--- config.mk ---
export PLATFORM = sky130hd
export DESIGN_NAME = alu_sequencer
export DESIGN_NICKNAME = d
export VERILOG_FILES = /design/src/rtl/alu_sequencer.sv
export SDC_FILE = /design/constraint.sdc
export NUM_CORES = 1
export LEC_CHECK = 0
export ABC_CLOCK_PERIOD_IN_PS = 2160
export CORE_MARGIN = 10
export CORE_UTILIZATION = 41
export CTS_BUF_LIST = sky130_fd_sc_hd__clkbuf_4 sky130_fd_sc_hd__clkbuf_8
export CTS_CLUSTER_SIZE = 24
export DETAILED_ROUTE_END_ITERATION = 10
export PLACE_DENSITY = 0.78
export SETUP_SLACK_MARGIN = 0.4
export SYNTH_ARGS = -nofsm -noshare
export SYNTH_HDL_FRONTEND = slang
export SYNTH_SLANG_ARGS = --single-unit
--- constraint.sdc ---
create_clock -name clk -period 2.16 [get_ports clk]
set_input_delay 0.432 -clock clk [delete_from_list [all_inputs] [get_ports clk]]
set_output_delay 0.432 -clock clk [all_outputs]
set_load 0.01 [all_outputs]
--- src/rtl/alu_sequencer.sv ---
// alu_sequencer: fetch/decode/execute control for the ALU; fetches via mem_*, drives instr/rf_* to the ALU and register file, keeps psr, pulses illegal
module alu_sequencer #(
  parameter int PC_W = 16
) (
  input  logic            clk,
  input  logic            reset,
  output logic            mem_req,
  output logic [PC_W-1:0] mem_addr,
  input  logic [15:0]     mem_rdata,
  input  logic            mem_valid,
  output logic [15:0]     instr,
  output logic [3:0]      rf_raddr_a,
  output logic [3:0]      rf_raddr_b,
  input  logic [4:0]      alu_flags,
  output logic            carry_in,
  output logic            rf_we,
  output logic [3:0]      rf_waddr,
  output logic [4:0]      psr,
  output logic            illegal
);
  typedef enum logic [1:0] {FETCH, DECODE, EXECUTE} state_t;
  localparam logic [15:0] OP0_LEGAL = 16'h6EEE;
  localparam logic [15:0] SHIFT_LEGAL = 16'h005F;
  localparam logic [15:0] OP_LEGAL = 16'hEFEF;
  localparam logic [15:0] ARITH = 16'h06A0;
  state_t state;
  logic [PC_W-1:0] pc;
  logic [3:0] op, ext;
  logic legal, cmp, arith, exec;
  assign op = instr[15:12];
  assign ext = instr[7:4];
  assign legal = op == 4'h0 ? OP0_LEGAL[ext] : op == 4'h8 ? SHIFT_LEGAL[ext] : OP_LEGAL[op];
  assign cmp = legal && (op == 4'h0 ? ext == 4'hB : op == 4'hB);
  assign arith = legal && (op == 4'h0 ? ARITH[ext] : ARITH[op]);
  assign exec = state == EXECUTE && !reset;
  assign mem_req = state == FETCH && !reset;
  assign mem_addr = pc;
  assign rf_raddr_a = instr[11:8];
  assign rf_raddr_b = instr[3:0];
  assign rf_waddr = instr[11:8];
  assign carry_in = psr[3];
  assign rf_we = exec && legal && !cmp;
  assign illegal = exec && !legal;
  always_ff @(posedge clk) begin
    if (reset) begin
      state <= FETCH;
      pc <= '0;
      instr <= '0;
      psr <= '0;
    end else if (state == FETCH) begin
      if (mem_valid) begin
        instr <= mem_rdata;
        state <= DECODE;
      end
    end else if (state == DECODE) begin
      state <= EXECUTE;
    end else begin
      pc <= pc + 1'b1;
      state <= FETCH;
      if (arith) psr[3:2] <= alu_flags[3:2];
      if (cmp) psr <= {alu_flags[4], psr[3:2], alu_flags[1:0]};
    end
  end
endmodule
==> summary.md <==
| Metric | Value |
|---|---|
| Status | `finished clean` |
| Initial DRC count | `59` |
| Worst slew pin tran | `0.5140 ns` |
| NumNets Final | `348` |
| Hold Path Class | `register to register` |
| Die X | `about 90 um` |
| Routed wire length | `5999 um` |
| Critical-path maximum fanout | `6` |
| Most common cell in the synthesized netlist | `dfxtp_1` |
| Post-Place Setup Slack | `-0.4811 ns` |
| Layout area overhead | `66.09%` |
| Final slew viol count | `0` |
| # IOs | `77` |
| Critical Path Sink Type | `register` |
| CTS Buf Count | `5` |
| Count of filler cells inserted in the layout | `357` |
| FFs w/ async S/R, synth | `0%` |
| N_diodes | `0` |
| Clock tree buffer depth | `2` |
| Largest cells by area after synthesis | `dfxtp_1, mux2i_1, buf_4, nand2_1, a21oi_1` |
| DRT Pass-1 Iters | `4` |
| Fin crit share | `~90%` |
| Drt drc | `0` |
| Skew-Pair Late Insertion Delay | `0.29 ns` |
| Setup violators final | `0` |
| Net Count, Synth | `249` |
| Distinct cells, synth | `a little over 40` |
| Initial core utilization | `42.76%` |
| Reg2Reg Launch Point | `state[1]$_SDFFE_PP0P_` |
| Mapped Cells | `222` |
| PnR worst setup slack | `0.1756 ns` |
| Setup CP Type | `register to register` |
| Clk Tree Root Cell | `clkbuf_8` |
| First-pass GRT wire length | `between 9000 and 10000 um` |
| Synth top area share | `43.32%` |
| Initial antenna violation count | `0` |
| Worst Hold End | `instr[0]$_SDFFE_PP0N_` |
| Max IR drop VDD | `between 300 and 400 uV` |
| Placed insts | `362` |
| Predominant post-synthesis flop cell | `dfxtp_1` |
| Fraction of layout cells with a size suffix above 1 | `approximately 30%` |
| Power Dens Cells | `549.3 nW/um^2` |
| Final antenna-violating net count | `0` |
| Data required, critical path | `2.35 ns` |
| CTS Hold Buffers Added | `0` |
| Clk slew on worst S/H paths | `0.09 ns` |
| Number of global-route vias before repair | `1889` |
| Final worst path period need | `1.984 ns` |
| Util after Layout | `a little under three quarters` |
| Reg2reg setup slack | `0.18 ns` |
| Finished Cell Area | `about 3400 sq um` |
| Final estimated routing congestion in global placement | `0.7689` |
| CTS tree | `built` |
| Max Freq | `503.9 MHz` |
| Arr. time, crit path | `2.18 ns` |
| Cell Area, Synth | `2033 sq um` |
| Hold_sp | `instr[0]$_SDFFE_PP0N_` |
| Total power | `0.001855 W` |
| Die footprint | `between 8000 and 9000 sq um` |
| Final hold vios | `0` |
| Overall Global Routing Usage | `13.42%` |
| Yosys warnings | `0` |
| Clk sinks | `44` |
| Vias per cell | `4.902` |
| CP Launch Type | `register` |
| Most common library cells after synthesis | `dfxtp_1, nand2_1, nor2_1, a21oi_1, buf_4` |
| Rel. slew slack | `between 60 and 70%` |
| RSZ-0062 raised after global routing | `yes` |
| Syn_area_per_cell | `9.159 sq um` |
| Flops & latches, synth | `44` |
| Sequential fraction of the synthesis area | `43.32%` |
| CORE AREA | `4755 sq um` |
| Std cell rows | `25` |
| Area leader, netlist | `dfxtp_1` |
| Largest net degree at the start of global routing | `49` |
| CTS H-tree lvls | `2` |
| IO Port Bufs | `76` |
| Die Y | `~90 um` |
| FF-to-FF path depth | `7` |
| Post-DP HPWL | `just over 4000 um` |
| Post-route insts no fill | `389` |
| Placed Area | `2874 sq um` |
| Via count | `1907` |
| Max-cap violation count | `0` |
| Wire per inst | `around 15 um` |
| GR Overflow Total | `0` |
| EDFF count, synth | `0` |
| Pleak | `1.332 nW` |
| Worst clock skew | `0.003240 ns` |
| Worst hold stages | `2` |
==> logic make-up after synthesis <==
kind of cell             share of synthesized area (%)
buffers and inverters                            8.123
flip-flops                                       43.32
adder cells (fa/ha/maj)                          1.846
XOR/XNOR                                         3.877
AND/OR/NAND/NOR                                  26.03
AO/OA/AOI/OAI                                    7.631
multiplexers                                     9.169
==> cell type report <==
class	count	area (sq um)	area share, %
clock buffer	5	68.82	2.038
clock inverter	3	46.29	1.371
inverter	7	26.28	0.7781
multi-input combinational	150	1186	35.12
sequential	44	900.9	26.68
tap	67	83.83	2.482
timing repair buffer	113	1065	31.53
==> worst max-delay path by stage <==
| stage | slack [ns] | to | cells after the start | start |
|---|---|---|---|---|
| after floorplan | 0.1 | register | 9 | mem_valid |
| after global placement | -0.31 | rf_we | 4 | reset |
| after detailed placement | -0.48 | register | 9 | mem_valid |
| after CTS | 0.15 | register | 9 | state[1]$_SDFFE_PP0P_ |
| after global routing | 0.12 | register | 7 | state[1]$_SDFFE_PP0P_ |
| final | 0.18 | register | 7 | state[1]$_SDFFE_PP0P_ |
==> through the flow <==
stage | hold WS (ns) | setup TNS, ns
after detailed placement | 0.4593 | -2.013
after CTS | 0.4717 | 0
final | 0.4683 | 0
after global placement | 0.4552 | -1.630
after global routing | 0.5072 | 0
after floorplan | 0.4928 | 0
==> routing by layer <==
metal  vias up  wire length (um)  global-route usage [%]
li1        954                 -                       -
met1       895              2540                   14.89
met2        54              3073                   23.67
met3         4               303                   3.990
met4         0                80                   4.775
met5         -                 0                       0
==> placed cells by master (no fill, tap or decap), types with 2 or more instances in the layout <==
master           count
or3_1                2
nand4_1              5
xor2_1               6
o21ai_0              2
nand2_1             24
buf_6                9
dfxtp_2             10
nor3_2               3
clkdlybuf4s50_1     67
a21oi_1             13
ha_4                 2
a21oi_2              3
nor4b_4              2
inv_1                6
xnor2_1              3
nor4b_1              2
buf_4               27
or3b_4               2
nor2_1              20
nor3_1               3
mux2_4               2
mux2i_1             12
clkbuf_8             5
and3_1               2
mux2i_4              2
dfxtp_4              2
buf_2                2
dlymetal6s2s_1       2
dfxtp_1             32
or4b_4               2
dlygate4sd2_1        4
nor3b_2              2
nand2b_1            10
==> where the power goes <==
part | switching, W | leakage [nW] | internal [W]
clock network | 0.000288 | 0.0548 | 0.000348
registers | 0.0000287 | 0.364 | 0.000840
logic | 0.000143 | 0.913 | 0.000207
==> repair_timing <==
item / in CTS / in global routing
setup endpoints to repair: 25 / 27
pin swaps: 9 / 11
resized for setup: 42 / 38
setup buffers: 10 / 9
==> critical path, stage by stage (launching register included) <==
cell	delay (ns)
dfxtp_2	0.34
buf_6	0.11
or3b_4	0.37
buf_6	0.15
buf_4	0.14
mux2i_4	0.21
or4b_1	0.50
o41ai_2	0.08
Note: power is estimated with default switching activity, not from simulation.
==> patch: new RTL, same flow settings <==
Register the inputs `mem_rdata`, `mem_valid` and `alu_flags` before use, without a reset. The logic sees them one clock later.
--- a/src/rtl/alu_sequencer.sv
+++ b/src/rtl/alu_sequencer.sv
@@ -23,6 +23,17 @@
   localparam logic [15:0] SHIFT_LEGAL = 16'h005F;
   localparam logic [15:0] OP_LEGAL = 16'hEFEF;
   localparam logic [15:0] ARITH = 16'h06A0;
+
+  logic [15:0] mem_rdata_q;
+  logic mem_valid_q;
+  logic [4:0] alu_flags_q;
+
+  always_ff @(posedge clk) begin
+    mem_rdata_q <= mem_rdata;
+    mem_valid_q <= mem_valid;
+    alu_flags_q <= alu_flags;
+  end
+
   state_t state;
   logic [PC_W-1:0] pc;
   logic [3:0] op, ext;
@@ -48,8 +59,8 @@
       instr <= '0;
       psr <= '0;
     end else if (state == FETCH) begin
-      if (mem_valid) begin
-        instr <= mem_rdata;
+      if (mem_valid_q) begin
+        instr <= mem_rdata_q;
         state <= DECODE;
       end
     end else if (state == DECODE) begin
@@ -57,8 +68,8 @@
     end else begin
       pc <= pc + 1'b1;
       state <= FETCH;
-      if (arith) psr[3:2] <= alu_flags[3:2];
-      if (cmp) psr <= {alu_flags[4], psr[3:2], alu_flags[1:0]};
+      if (arith) psr[3:2] <= alu_flags_q[3:2];
+      if (cmp) psr <= {alu_flags_q[4], psr[3:2], alu_flags_q[1:0]};
     end
   end
 endmodule
Behaviour: not the same (a bounded check fails within 4 cycles, from zero or initial values and one cycle with reset high).
==> patch against the original RTL <==
Sequential share of layout area is 10 points higher; design area increased by 7.3%; maximum frequency is 4.7% lower; worst setup slack worse by 0.099 ns; sequential cell count increased by 22; final cell count up 4.6%; area after synthesis grew 21%; first-iteration DRC count fell by 22%; worst hold slack lost 0.029 ns; routed wire length shrank 2.6%; total power rose by 38%; largest cell class is now flip-flops and latches.
==> patch: results (changes against the original RTL) <==
[final_layout]
final_area_mm2=0.00362  ; +7.3%
fillers=513  ; +44%
drive_gt1_frac=0.211  ; -0.0904
nets=354  ; +1.7%
instances_no_fill=407  ; +4.6%

[place]
gp_congestion=0.772  ; +0.46%
postPlaceCellArea_mm2=0.00326  ; +14%
pre_cts_ws_ns=-0.00145  ; +0.480 ns
dpl.hpwl_um=4250  ; +2.7%
dp_cells=384  ; +6.1%

[synthesis]
synthTopCellsByArea=dfxtp_1, mux2i_1, buf_4
synth_common_cells=dfxtp_1, nand2_1, nor2_1, buf_4, mux2i_1
yosysSeqAreaShare=0.537  ; +0.104
yosysUniqueCellTypes=41  ; unchanged
syn-num-nets=269  ; +8.0%
syn_inst=242  ; +9.0%

[global_routing]
track_usage=0.122  ; -0.0126
grt_pass1_vias=1956  ; +3.5%
antenna_found_initial=0  ; unchanged
grt_pass1_wl_um=9480  ; +3.4%
grt_max_degree=31  ; -37%

[worst_setup_path]
r2r-start=state[0]$_SDFFE_PP0P_
cp_max_fo=3  ; -3
cp-startpoint=instr[13]$_SDFFE_PP0N_
cp.arrival_ns=1.65  ; -0.53 ns

[cts]
htreeDepth=3  ; +1
numCtsBuffers=9  ; +4
clk_pin_slew_ns=0.08
insertion_delay_ns=0.34  ; +0.05 ns

[detailed_routing]
avgViaCountPerCell=4.79  ; -2.2%
wl_met2_um=2820  ; -8.4%
wl_met3_um=467  ; +54%
wirelength_um=5840  ; -2.6%
wl_met1_um=2510  ; -1.3%
initialDrtViolationCount=46  ; -22%
drtPass1Iterations=4  ; unchanged
drc=0  ; unchanged

[sta]
hold_viol_final=0  ; unchanged
skew_ns=0.00797  ; +0.00473 ns
slew_headroom=0.590  ; -0.0670
setup_violations=0  ; unchanged

[power]
vdd_drop_max_v=0.000562  ; +54%
p_int_mw=1.90  ; +36%
leakagePower_nw=1.68  ; +26%

[worst_hold_path]
hold_path_class=reg2reg
min_from=mem_rdata_q[9]$_DFF_P_

[outcome]
status=finished clean

## patch: what timing repair did
item	in CTS	in global routing
pin swaps	8	5
resized for setup	37	29
hold buffers	0	0
endpoints found under the setup margin	21	28
buffers inserted	4	3
## patch: power by group through the flow
stage	Clock [mW]	Combinational [mW]	Sequential, mW
2_1_floorplan	0	0.139	1.33
3_3_place_gp	0	0.281	1.32
3_5_place_dp	0	0.286	1.32
4_1_cts	0.955	0.303	1.30
5_1_grt	1.02	0.350	1.30
6_report	0.933	0.320	1.30
## patch: cells by family after synthesis
| group | after synthesis | synth area share |
|---|---|---|
| and+or+nand+nor | 95 | 0.210 |
| DFF | 66 | 0.537 |
| AOI/OAI and AO/OA | 21 | 0.0519 |
| muxes | 18 | 0.0804 |
| xor gates and xnor gates | 11 | 0.0392 |
| adders and majority gates | 3 | 0.0153 |
| buffers and inverters | 28 | 0.0661 |
## patch: layer usage
layer	vias up	global-route usage
met2	53	0.194
li1	983	-
met3	6	0.0676
met5	-	0
met1	909	0.132
met4	0	0.0447
## patch: final cells by class
type                            count  area share
Timing Repair Buffer               95       0.254
Multi-Input combinational cell    148       0.294
Inverter                            7     0.00725
Clock inverter                      6      0.0117
Clock buffer                       10      0.0380
Sequential cell                    66       0.369
Tap cell                           75      0.0259
## patch: worst paths after layout
path                           endpoint  slack, ns  cells after the start
setup / recovery                  rf_we       0.08                      5
hold / removal    instr[9]$_SDFFE_PP0N_       0.44                      2
setup reg to reg              flip-flop       0.26                      6
hold reg to reg   instr[9]$_SDFFE_PP0N_       0.44                      2
## patch: critical path, cell delays in order (launching register included)
cell and delay [ns]:
dfxtp_2 0.32, or3_4 0.39, o31a_1 0.26, nor3_1 0.13
nor3b_1 0.08, buf_2 0.14
